File: config.mk
export PLATFORM = sky130hd
export DESIGN_NAME = edge_bram_arbiter
export DESIGN_NICKNAME = d
export VERILOG_FILES = /design/src/rtl/edge_mem_pkg.sv /design/src/rtl/rr_arb2.sv /design/src/rtl/edge_bram_arbiter.sv
export SDC_FILE = /design/constraint.sdc
export NUM_CORES = 1
export LEC_CHECK = 0
export ABC_AREA = 1
export ABC_CLOCK_PERIOD_IN_PS = 3700
export CORE_ASPECT_RATIO = 1.2
export CORE_MARGIN = 2
export CORE_UTILIZATION = 39
export CTS_CLUSTER_DIAMETER = 80
export DETAILED_ROUTE_END_ITERATION = 8
export GPL_TIMING_DRIVEN = 0
export PLACE_DENSITY = 0.8
export SETUP_SLACK_MARGIN = 0.15
export SLEW_MARGIN = 20
export SYNTH_ARGS = -nofsm -noshare
export SYNTH_HDL_FRONTEND = slang
export SYNTH_SLANG_ARGS = --single-unit
File: constraint.sdc
create_clock -name clk -period 3.7 [get_ports clk]
set_clock_uncertainty 0.05 [all_clocks]
set_input_delay 0.74 -clock clk [delete_from_list [all_inputs] [get_ports clk]]
set_output_delay 0.74 -clock clk [all_outputs]
set_load 0.02 [all_outputs]
File: src/rtl/edge_mem_pkg.sv
// Shared constants and types for the edge/bin BRAM and its arbiter.
package edge_mem_pkg;

  localparam int unsigned WIDTH     = 640;
  localparam int unsigned HEIGHT    = 480;
  localparam int unsigned NPIX      = WIDTH * HEIGHT;
  localparam int unsigned ADDR_W    = 19;
  localparam int unsigned BIN_W     = 3;
  localparam int unsigned NREQ      = 3;
  localparam int unsigned REQ_EDGE  = 0;
  localparam int unsigned REQ_TRACE = 1;
  localparam int unsigned REQ_DISP  = 2;

  typedef struct packed {
    logic [NREQ-1:0] req;
    logic            is_read;
    logic            oor;
  } tag_t;

endpackage

File: src/rtl/rr_arb2.sv
// Two-way round-robin arbiter; the pointer moves to the other requester after each grant.
module rr_arb2 (
  input  logic       clk,
  input  logic       rst,
  input  logic       i_en,
  input  logic [1:0] i_req,
  output logic [1:0] o_gnt
);

  logic r_ptr;

  always_comb begin
    o_gnt = '0;
    if (i_en) begin
      if (i_req[r_ptr]) begin
        o_gnt[r_ptr] = 1'b1;
      end else if (i_req[~r_ptr]) begin
        o_gnt[~r_ptr] = 1'b1;
      end
    end
  end

  always_ff @(posedge clk or posedge rst) begin
    if (rst) begin
      r_ptr <= 1'b0;
    end else if (o_gnt[0]) begin
      r_ptr <= 1'b1;
    end else if (o_gnt[1]) begin
      r_ptr <= 1'b0;
    end
  end

endmodule

File: src/rtl/edge_bram_arbiter.sv
// Single-port edge/bin BRAM arbiter: display priority with starvation limit, round-robin
// between writer and tracer, range check, and a fixed 3-cycle read return path.
module edge_bram_arbiter #(
  parameter int unsigned WIDTH      = edge_mem_pkg::WIDTH,
  parameter int unsigned HEIGHT     = edge_mem_pkg::HEIGHT,
  parameter int unsigned MAX_STARVE = 15
) (
  input  logic                                                   clk,
  input  logic                                                   rst,
  input  logic [edge_mem_pkg::NREQ-1:0]                          req_i,
  input  logic [edge_mem_pkg::NREQ-1:0]                          we_i,
  input  logic [edge_mem_pkg::NREQ-1:0][edge_mem_pkg::ADDR_W-1:0] addr_i,
  input  logic [edge_mem_pkg::NREQ-1:0][edge_mem_pkg::BIN_W-1:0]  wdata_i,
  output logic [edge_mem_pkg::NREQ-1:0]                          gnt_o,
  output logic [edge_mem_pkg::NREQ-1:0]                          rvalid_o,
  output logic [edge_mem_pkg::BIN_W-1:0]                         rdata_o,
  output logic                                                   err_o,
  output logic [edge_mem_pkg::ADDR_W-1:0]                        bram_addr_o,
  output logic                                                   bram_we_o,
  output logic [edge_mem_pkg::BIN_W-1:0]                         bram_din_o,
  input  logic [edge_mem_pkg::BIN_W-1:0]                         bram_dout_i
);
  import edge_mem_pkg::*;

  localparam int unsigned FramePix = WIDTH * HEIGHT;
  localparam int unsigned SW       = $clog2(MAX_STARVE + 1);
  localparam logic [SW-1:0] StarveMax = SW'(MAX_STARVE);

  logic [SW-1:0]     r_starve;
  logic              w_oth_req;
  logic              w_disp_win;
  logic [1:0]        w_rr_gnt;
  logic [NREQ-1:0]   w_gnt;
  logic [ADDR_W-1:0] w_addr;
  logic              w_we;
  logic [BIN_W-1:0]  w_din;
  logic              w_oor;
  tag_t              r_tag1;
  tag_t              r_tag2;

  assign w_oth_req  = req_i[REQ_EDGE] | req_i[REQ_TRACE];
  // Display loses only once the writer/tracer has waited through MAX_STARVE display grants.
  assign w_disp_win = req_i[REQ_DISP] & ~((r_starve == StarveMax) & w_oth_req);

  rr_arb2 u_rr_arb2 (
    .clk   (clk),
    .rst   (rst),
    .i_en  (~w_disp_win & ~rst),
    .i_req (req_i[1:0]),
    .o_gnt (w_rr_gnt)
  );

  assign w_gnt = w_disp_win ? 3'b100 : {1'b0, w_rr_gnt};
  assign gnt_o = rst ? '0 : w_gnt;

  always_comb begin
    w_addr = '0;
    w_we   = 1'b0;
    w_din  = '0;
    for (int k = 0; k < NREQ; k++) begin
      if (w_gnt[k]) begin
        w_addr = addr_i[k];
        w_we   = we_i[k];
        w_din  = wdata_i[k];
      end
    end
  end

  assign w_oor = (w_addr >= ADDR_W'(FramePix));

  always_ff @(posedge clk or posedge rst) begin
    if (rst) begin
      r_starve <= '0;
    end else if (w_gnt[REQ_DISP] && w_oth_req) begin
      r_starve <= (r_starve == StarveMax) ? r_starve : r_starve + 1'b1;
    end else begin
      r_starve <= '0;
    end
  end

  always_ff @(posedge clk or posedge rst) begin
    if (rst) begin
      bram_addr_o <= '0;
      bram_we_o   <= 1'b0;
      bram_din_o  <= '0;
      err_o       <= 1'b0;
      r_tag1      <= '0;
      r_tag2      <= '0;
      rvalid_o    <= '0;
      rdata_o     <= '0;
    end else begin
      if (|w_gnt) begin
        bram_addr_o <= w_addr;
        bram_din_o  <= w_din;
      end
      bram_we_o      <= (|w_gnt) & w_we & ~w_oor;
      err_o          <= (|w_gnt) & w_oor;
      r_tag1.req     <= w_gnt;
      r_tag1.is_read <= (|w_gnt) & ~w_we;
      r_tag1.oor     <= w_oor;
      r_tag2         <= r_tag1;
      rvalid_o       <= r_tag2.is_read ? r_tag2.req : '0;
      // Out-of-range reads still return a beat, but with zero data.
      rdata_o        <= (r_tag2.is_read && !r_tag2.oor) ? bram_dout_i : '0;
    end
  end

endmodule

==> results by stage <==
Status:
- The run finished with clean final reports.

Power and ir drop:
- For this design the ratio of total power to cell area is 362 mW/mm².
- The leakage power total is 1.54 nW.
- The design draws 1.20 mW.
- The maximum vdd drop is 0.000250 V.

Global route:
- The number of global-route vias before repair is 1985.
- The global router's overall resource usage is 19.2%.
- The pin count of the biggest net entering global routing is 33.
- The global-route wire length before repair is 8910 µm.
- The number of antenna violations at the first check in global routing was 0.
- The total overflow reported by the global router is 0.

Layout:
- The layout overhead on the synthesized area is 63.1%.
- Of the cells placed in the final design, the portion with a size suffix greater than 1 is 10.7%.
- The count of cells in the finished layout, fillers not included, comes to 405.
- The net count reported at finish is 422.
- 0 antenna diodes ended up in the layout.
- In the final layout, flip-flops and latches occupy 0.00113 mm².
- The number of filler instances in the final layout is 416.
- The footprint of the multi-input gates is 782 µm².

Synth:
- The synthesized netlist net count is 305.
- The unique cell type count in the Yosys netlist is 29.
- The count of mapped cells out of synthesis is 227.
- For this run, the register share of the synthesized area comes to 55.4%.
- The number of warning messages in the yosys log is 0.
- In this run, synthesis produced a sequential element count of 45.
- The synthesized area per cell is 8.96 µm².
- The cell area that synthesis handed to floorplanning was 0.00203 mm².

Timing:
- Timing would allow up to 301 MHz.
- The final hold violation count is 0.
- For the final routed database, the setup TNS stands at 0 ns.
- The max-slew violation count is 0.
- Setup repair after global routing left no endpoint under its margin.
- The final critical-path setup slack is 0.377 ns.
- The relative max-transition margin is 67.7%.
- The final critical delay including setup and external delays is 3.32 ns.
- The tightest hold path in the finished design has a slack of 0.297 ns.
- For the pin with the worst max-slew slack, the measured transition is 0.479 ns.
- The final setup violation count is 0.
- The share of the clock period used by the worst path after layout is 89.8%.

Worst setup path:
- The critical path required time is 2.91 ns.
- The most critical setup path has its startpoint at rst.
- The reg-to-reg critical path endpoint is bram_we_o.
- The element type at the critical path end is an output pin.
- The number of cells on the worst reg-to-reg path is 13.
- The setup slack of the worst register-to-register path is 1.63 ns.
- The worst endpoint data arrival time is 2.53 ns.
- The startpoint of the lowest-slack register-to-register path is r_starve[0].
- The critical path is of the primary input to output pin type.
- The maximum fanout along the worst path is 32.
- STA classifies the critical path startpoint as a primary input.

Placed design:
- The count of buffers added on input and output ports is 109.
- The cell count after placement is 397.
- The half-perimeter wire length of the detailed placement result is 4070 µm.
- The post-place setup slack is 0.240 ns.
- At the end of routability-driven placement, the weighted congestion stood at 0.764.

Clock tree:
- The CTS clock-pin slew for the worst setup and hold paths is 0.09 ns.
- The count of clock tree sinks is 45.
- The clock reaches the later pin of the worst-skew pair after 0.30 ns.
- Counting along the longest clock path gives a buffer depth of 2.
- The number of buffers inserted by post-CTS setup repair is 0.
- In this run, CTS created clock tree buffers numbering 5.
- The TritonCTS clock tree is done.
- The tree is rooted in a sky130_fd_sc_hd__clkbuf_8.
- The clock tree synthesis step divided the H-tree into 2 levels.
- The count of hold-fix buffers inserted at cts is 0.
- The number of gates given a new drive strength after cts is 0.

Die:
- The starting density of the core is 40.9%.
- The die outline height is 83.1 µm.
- The floorplan has 28 rows.
- The core region area is 0.00497 mm².
- 110 I/O pins were placed.
- The die span in x is 69.9 µm.
- The die covers 0.00581 mm².

Min path:
- In this run the worst hold path is classified as flop to flop.
- The endpoint with the worst hold slack is r_tag2[4].
- The number of cells traversed by the worst hold path is 0.
- The worst hold path begins at r_tag1[4].

Route:
- The total routed wire length on the met1 layer is 2140 µm.
- The first-pass iteration count of the detailed router is 4.
- Dividing the detail-routed wire length by the instance count gives 12.8 µm.
- The number of design rule violations left after detail routing is 0.
- The routed design uses 2600 µm of met2 wire.
- The remaining number of nets flagged by the antenna check after routing is 0.
- The count of vias placed by the detailed router is 1920.
- The DRC violation total after the first TritonRoute iteration is 101.
- The met3 wire length is 354 µm.
- Using the TritonRoute via totals, the vias-per-cell ratio works out to 4.74.
- After detailed routing, the total wire length is 5200 µm.
- The detailed router used layers up to and including met4.

Flow run:
- Max-cap violations in this run came to 0.
how the worst max path moves through the flow:
stage,end,cells past startpoint
after floorplan,gnt_o[0],3
final,gnt_o[0],6
after detailed placement,gnt_o[0],6
after CTS,gnt_o[0],6
after global routing,gnt_o[0],6
after global placement,gnt_o[0],5
cell usage after synthesis, drive strengths merged:
| master | count | share of area (%) |
|---|---|---|
| a21boi | 2 | 0.74 |
| a21o | 3 | 1.1 |
| a21oi | 1 | 0.43 |
| a22o | 2 | 0.86 |
| a31oi | 3 | 0.92 |
| buf | 8 | 2.6 |
| clkinv | 2 | 0.43 |
| dfrtp | 45 | 55 |
| ha | 1 | 0.62 |
| inv | 17 | 3.1 |
| nand2 | 87 | 16 |
| nand3 | 9 | 4.1 |
| nand4 | 18 | 5.5 |
| nor2 | 18 | 3.7 |
| nor3 | 2 | 0.74 |
| o21ai | 3 | 1.3 |
| o21bai | 1 | 0.37 |
| or2 | 3 | 0.92 |
| xnor2 | 1 | 0.43 |
| xor2 | 1 | 0.43 |
sequential cells by signal (all words and copies together), names as in the netlist:
name / count
bram_we_o: 1
err_o: 1
bram_din_o: 3
rvalid_o: 3
r_tag1: 5
bram_addr_o: 19
r_tag2: 5
rdata_o: 3
u_rr_arb2.r_ptr: 1
r_starve: 4
routing by layer:
metal / up-vias / track usage [%]
met1: 869 / 22.9
met5: - / 0
met4: 0 / 6.99
li1: 965 / -
met2: 77 / 33.4
met3: 9 / 4.49
cell usage in the layout, fill, tap and decap left out, types with 2 or more instances in the layout:
master	instances
sky130_fd_sc_hd__a22o_1	2
sky130_fd_sc_hd__a21boi_1	2
sky130_fd_sc_hd__inv_1	16
sky130_fd_sc_hd__clkbuf_8	5
sky130_fd_sc_hd__nand2_2	2
sky130_fd_sc_hd__nor2_1	15
sky130_fd_sc_hd__dfrtp_1	45
sky130_fd_sc_hd__buf_2	6
sky130_fd_sc_hd__nor2_2	3
sky130_fd_sc_hd__nand3_2	5
sky130_fd_sc_hd__a21o_1	3
sky130_fd_sc_hd__buf_6	2
sky130_fd_sc_hd__nand4_1	18
sky130_fd_sc_hd__o21ai_0	2
sky130_fd_sc_hd__or2_2	3
sky130_fd_sc_hd__clkdlybuf4s50_1	109
sky130_fd_sc_hd__a31oi_1	3
sky130_fd_sc_hd__nand3_1	3
sky130_fd_sc_hd__nand2_1	85
area by class of cell:
class | instances | share of cell area (%)
Sequential cell | 45 | 34.0
Clock inverter | 3 | 0.755
Inverter | 19 | 2.26
Timing Repair Buffer | 110 | 33.5
Multi-Input combinational cell | 155 | 23.6
Buffer | 8 | 1.58
Clock buffer | 5 | 2.08
Tap cell | 60 | 2.26
worst max-delay path, stage by stage:
cell	delay, ns
sky130_fd_sc_hd__clkdlybuf4s50_1	0.46
sky130_fd_sc_hd__inv_4	0.26
sky130_fd_sc_hd__buf_12	0.24
sky130_fd_sc_hd__nand3_2	0.14
sky130_fd_sc_hd__inv_1	0.08
sky130_fd_sc_hd__clkdlybuf4s50_1	0.60
kinds of logic after synthesis:
kind of cell	synth area share (%)
buffers and inverters	6.15
AND/OR/NAND/NOR	31.3
adder cells (fa/ha/maj)	0.615
flip-flops	55.4
XOR/XNOR	0.862
AO/OA/AOI/OAI	5.72
metrics by stage:
step	util, %	cell area, µm²
after floorplan	-	2030
after detailed placement	64.7	3220
after global placement	64.3	3200
after global routing	66.6	3320
after CTS	66.6	3310
final	66.6	3320
power by group:
group,switching [mW],internal (mW),total (mW)
Clock,0.177,0.136,0.313
Sequential,0.0221,0.539,0.561
Combinational,0.150,0.174,0.325
Total,0.349,0.849,1.20
No activity file was read; power rests on OpenSTA's default activity.
